==> src/rtl/press_pkg.sv <==
// Shared encodings for the press classifier and future event consumers.
// The tick-window helper is used to size the shared tick counter.
package press_pkg;

  localparam logic [2:0] S_IDLE      = 3'd0;
  localparam logic [2:0] S_PRESS1    = 3'd1;
  localparam logic [2:0] S_LONG_HELD = 3'd2;
  localparam logic [2:0] S_GAP       = 3'd3;
  localparam logic [2:0] S_PRESS2    = 3'd4;

  localparam logic [1:0] EVT_SHORT  = 2'd0;
  localparam logic [1:0] EVT_LONG   = 2'd1;
  localparam logic [1:0] EVT_DOUBLE = 2'd2;

  function automatic int max_int(input int a, input int b);
    return (a > b) ? a : b;
  endfunction

endpackage

==> src/rtl/press_classifier_tick_counter.sv <==
// Counts m_tick strobes while enabled; o_match flags the tick that lands
// on the terminal count supplied at runtime.
module tick_counter #(
  parameter int W = 4
) (
  input  logic         clk,
  input  logic         reset_n,
  input  logic         i_clear,
  input  logic         i_enable,
  input  logic         i_m_tick,
  input  logic [W-1:0] i_limit,
  output logic [W-1:0] o_count,
  output logic         o_match
);

  logic [W-1:0] r_count;

  always_ff @(posedge clk) begin
    if (!reset_n || i_clear) begin
      r_count <= '0;
    end else if (i_enable && i_m_tick) begin
      r_count <= r_count + W'(1);
    end
  end

  assign o_count = r_count;
  assign o_match = i_enable && i_m_tick && (r_count == i_limit);

endmodule

==> src/rtl/press_classifier.sv <==
// Classifies each debounced press as short, long or double and emits a
// one-cycle pulse per event, plus a wrapping count of all events.
module press_classifier
  import press_pkg::*;
#(
  parameter int LONG_TICKS   = 50,
  parameter int DCLICK_TICKS = 25,
  parameter int EVT_W        = 8
) (
  input  logic             clk,
  input  logic             reset_n,
  input  logic             m_tick,
  input  logic             level,
  output logic             short_press,
  output logic             long_press,
  output logic             double_press,
  output logic [EVT_W-1:0] evt_count
);

  localparam int TW = $clog2(max_int(LONG_TICKS, DCLICK_TICKS) + 1);
  localparam logic [TW-1:0] LONG_LAST   = TW'(LONG_TICKS - 1);
  localparam logic [TW-1:0] DCLICK_LAST = TW'(DCLICK_TICKS - 1);

  logic [2:0]       r_state;
  logic             r_short;
  logic             r_long;
  logic             r_double;
  logic [EVT_W-1:0] r_evt_count;

  logic          w_in_press1;
  logic          w_in_gap;
  logic          w_match;
  logic          w_leave;
  logic          w_fire_short;
  logic          w_fire_long;
  logic          w_fire_double;
  logic          w_fire_any;
  logic [TW-1:0] w_limit;
  logic [TW-1:0] w_tcnt_unused;

  assign w_in_press1 = (r_state == S_PRESS1);
  assign w_in_gap    = (r_state == S_GAP);
  assign w_limit     = w_in_gap ? DCLICK_LAST : LONG_LAST;

  // A level change always beats a timeout landing on the same cycle.
  assign w_fire_long   = w_in_press1 && level && w_match;
  assign w_fire_double = w_in_gap && level;
  assign w_fire_short  = w_in_gap && !level && w_match;
  assign w_fire_any    = w_fire_short || w_fire_long || w_fire_double;

  always_comb begin
    w_leave = 1'b0;
    case (r_state)
      S_IDLE:                 w_leave = level;
      S_PRESS1:               w_leave = !level || w_match;
      S_LONG_HELD, S_PRESS2:  w_leave = !level;
      S_GAP:                  w_leave = level || w_match;
      default:                w_leave = 1'b1;
    endcase
  end

  tick_counter #(.W(TW)) u_tick_counter (
    .clk      (clk),
    .reset_n  (reset_n),
    .i_clear  (w_leave),
    .i_enable (w_in_press1 || w_in_gap),
    .i_m_tick (m_tick),
    .i_limit  (w_limit),
    .o_count  (w_tcnt_unused),
    .o_match  (w_match)
  );

  always_ff @(posedge clk) begin
    if (!reset_n) begin
      r_state     <= S_IDLE;
      r_short     <= 1'b0;
      r_long      <= 1'b0;
      r_double    <= 1'b0;
      r_evt_count <= '0;
    end else begin
      r_short  <= w_fire_short;
      r_long   <= w_fire_long;
      r_double <= w_fire_double;
      if (w_fire_any) begin
        r_evt_count <= r_evt_count + EVT_W'(1);
      end
      case (r_state)
        S_IDLE:      if (level) r_state <= S_PRESS1;
        S_PRESS1:    if (!level) r_state <= S_GAP;
                     else if (w_match) r_state <= S_LONG_HELD;
        S_LONG_HELD: if (!level) r_state <= S_IDLE;
        S_GAP:       if (level) r_state <= S_PRESS2;
                     else if (w_match) r_state <= S_IDLE;
        S_PRESS2:    if (!level) r_state <= S_IDLE;
        default:     r_state <= S_IDLE;
      endcase
    end
  end

  assign short_press  = r_short;
  assign long_press   = r_long;
  assign double_press = r_double;
  assign evt_count    = r_evt_count;

endmodule
==> config.mk <==
export PLATFORM = sky130hd
export DESIGN_NAME = press_classifier
export DESIGN_NICKNAME = d
export VERILOG_FILES = /design/src/rtl/press_pkg.sv /design/src/rtl/press_classifier_tick_counter.sv /design/src/rtl/press_classifier.sv
export SDC_FILE = /design/constraint.sdc
export NUM_CORES = 1
export LEC_CHECK = 0
export CORE_MARGIN = 2
export CORE_UTILIZATION = 42
export CTS_CLUSTER_SIZE = 30
export DETAILED_ROUTE_END_ITERATION = 8
export PLACE_DENSITY = 0.67
export REMOVE_ABC_BUFFERS = 1
export SLEW_MARGIN = 20
export SYNTH_ARGS = -nofsm -noshare
export SYNTH_HDL_FRONTEND = slang
export SYNTH_HIERARCHICAL = 1
export SYNTH_SLANG_ARGS = --single-unit
==> constraint.sdc <==
create_clock -name clk -period 3.4 [get_ports clk]
set_input_delay 0.68 -clock clk [delete_from_list [all_inputs] [get_ports clk]]
set_output_delay 0.68 -clock clk [all_outputs]
set_load 0.02 [all_outputs]
==> impl_metrics.json <==
{
  "outcome": "finished, final reports clean",
  "worst_r2r_endpoint": "evt_count[6]",
  "grt_max_degree": 19,
  "irDropWorstVdd_mv": 0.200,
  "slew_headroom": 0.629,
  "place_inst": 169,
  "crit_arrival_ns": 3.20,
  "critPathLaunch": "r_state[0]",
  "avgSynthCellArea_um2": 8.78,
  "drt.antenna.violating_nets": 0,
  "required_ns": 3.63,
  "path_max_fanout": 9,
  "crit_path_start_kind": "flip-flop",
  "path_clk_slew_ns": 0.12,
  "drc": 0,
  "ys_ff_latch": 20,
  "cts_root_buffer": "clkbuf_4",
  "initial_core_util": 0.443,
  "fin_area_um2": 1310,
  "period_share": 0.874,
  "track_usage": 0.157,
  "grt_pass1_wl_um": 3420,
  "die_x_um": 55.1,
  "fin_crit_ns": 2.97,
  "min_from": "evt_count[7]",
  "nets": 152,
  "cts_made_buffers": 3,
  "powerDensity_nw_per_um2": 324,
  "yosysWarnings": 6,
  "hold_viol": 0,
  "yosysTopAreaCellShare": 0.365,
  "r2r_slack_ns": 0.43,
  "fill_cells": 230,
  "p_leak_nw": 0.482,
  "layout_commonest_cell": "dfxtp_1",
  "whs_ns": 0.476,
  "overflow": 0,
  "reg2reg_from": "r_state[0]",
  "place.gp.congestion": 0.796,
  "r2r_cells": 10,
  "wl_per_cell_um": 11.8,
  "dp_hpwl_um": 1550,
  "rsz0062_at_grt": "false",
  "drtIter0Drc": 19,
  "htree_levels": 1,
  "die-area_um2": 3040,
  "routed_wl_um": 2040,
  "viasPerCell": 5.32,
  "ys_seq_area_frac": 0.365,
  "core-area_um2": 2480,
  "die_h_um": 55.1,
  "cts_hold_buf": 0,
  "vias": 920,
  "insertion_delay_ns": 0.29,
  "crit_path_end": "evt_count[6]",
  "ctsResizeCount": 0,
  "clockBufferDepth": 2,
  "first_pass_iters": 4,
  "post_cts_buffers": 0,
  "num_antenna_cells": 0,
  "worst_pin_slew_ns": 0.557,
  "setup_viol": 0,
  "synth.distinct_cells": 37,
  "yosysTopAreaCell": "dfxtp_1",
  "hp-class": "flip-flop to flip-flop",
  "finalMaxSlewViolations": 0,
  "critical_path_class": "flip-flop to flip-flop",
  "layout.cells.most_common_list": "dfxtp_1 (20), clkdlybuf4s50_1 (14), nand2_1 (10)",
  "layout.cells.non_filler": 173,
  "area_delta_synth_final_pct": 19.4,
  "port_buffers": 14,
  "clkSinkCount": 20,
  "fin_setup_tns_ns": 0,
  "synthTopCellsByArea": "dfxtp_1 (36%), xor2_1 (6.4%), ha_1 (4.6%), nand3_1 (3.6%), o21ai_0 (3.6%)",
  "grt_pass1_vias": 777,
  "cp-end-kind": "flip-flop",
  "row_count": 18,
  "cts_tree": "yes",
  "syn_inst": 125,
  "drv_cap": 0,
  "pin_count": 15,
  "fin_skew_ns": 0.00443,
  "place_area_um2": 1270,
  "syn-cell-area_um2": 1100,
  "antenna_found_initial": 0,
  "fmax_ghz": 0.337,
  "drive_above_1_share": 0.0839
}
## cells by family (layout without fill, tap and decap cells)
group / after synthesis / after routing / share of synthesized area
and+or+nand+nor: 50 / 50 / 0.273
buffers and inverters: 8 / 25 / 0.0388
DFF: 20 / 20 / 0.365
AOI/OAI and AO/OA: 28 / 28 / 0.165
other: 2 / 3 / 0.00684
adders and majority gates: 4 / 4 / 0.0456
xor gates and xnor gates: 11 / 11 / 0.0878
muxes: 2 / 2 / 0.0182
## worst min-delay path by stage
stage	cells past startpoint	end	slack (ns)
final	2	evt_count[7]	0.48
after CTS	2	evt_count[7]	0.48
after detailed placement	2	evt_count[7]	0.46
after global placement	2	evt_count[7]	0.45
after global routing	2	evt_count[7]	0.51
after floorplan	2	u_tick_counter/o_count[5]	0.47
## per-stage QoR
stage / worst slack [ns] / util / total power [mW]
floorplan: 0.295 / - / 0.276
global placement: 0.436 / 0.514 / 0.291
detailed placement: 0.344 / 0.514 / 0.293
CTS: 0.411 / 0.529 / 0.427
global route: 0.156 / 0.529 / 0.448
finish: 0.429 / 0.529 / 0.425
## synthesized netlist by cell type
master	n
conb_1	2
or2b_1	1
o31ai_1	3
a21oi_1	5
buf_6	1
xnor2_1	3
o21ai_0	8
o221a_1	1
nor4_2	2
a211oi_1	1
or3_1	5
and2_1	3
nor2_1	2
nand2_1	10
or3_2	1
or4_1	3
mux2i_1	2
buf_4	1
inv_1	4
o21bai_1	1
nand3_1	8
ha_1	4
a21boi_1	5
nand3b_1	1
nor2_2	1
buf_2	1
a221oi_2	1
clkbuf_1	1
nand2b_1	3
dfxtp_1	20
nor2b_1	3
and3_1	3
xor2_1	8
nand4_1	2
nand4b_1	1
o21ai_1	3
or4b_1	1
## routing by layer
layer	vias up	GRT usage	wire length (µm)
met5	-	0	0
met4	0	0.0569	14
met3	2	0.0323	95
met2	19	0.256	954
met1	417	0.204	978
li1	482	-	-
## sequential cells by signal, indices dropped and copies added (netlist names)
signal,cells
evt_count,8
u_tick_counter/o_count,6
r_state,3
double_press,1
long_press,1
short_press,1
## report_power, final
group	switching, mW	internal (mW)
Combinational	0.0229	0.0205
Sequential	0.00665	0.238
Clock	0.0719	0.0652
## worst max-delay path, cell delays in order, from the launching register on
cell	delay [ns]
dfxtp_1	0.49
nor2b_1	0.20
and2_1	0.22
inv_1	0.10
xor2_1	0.14
or4_1	0.52
nor4_2	0.18
and3_1	0.24
a221oi_2	0.13
or4_1	0.53
a21boi_1	0.15
## area by class of cell
type / count / area, µm² / share of cell area
multi-input combinational: 98 / 658 / 0.502
timing repair buffer: 17 / 163 / 0.124
sequential: 20 / 400 / 0.306
inverter: 4 / 15.0 / 0.0115
clock buffer: 4 / 36.3 / 0.0277
tap: 30 / 37.5 / 0.0287
Power figures use the tool's default switching activity.
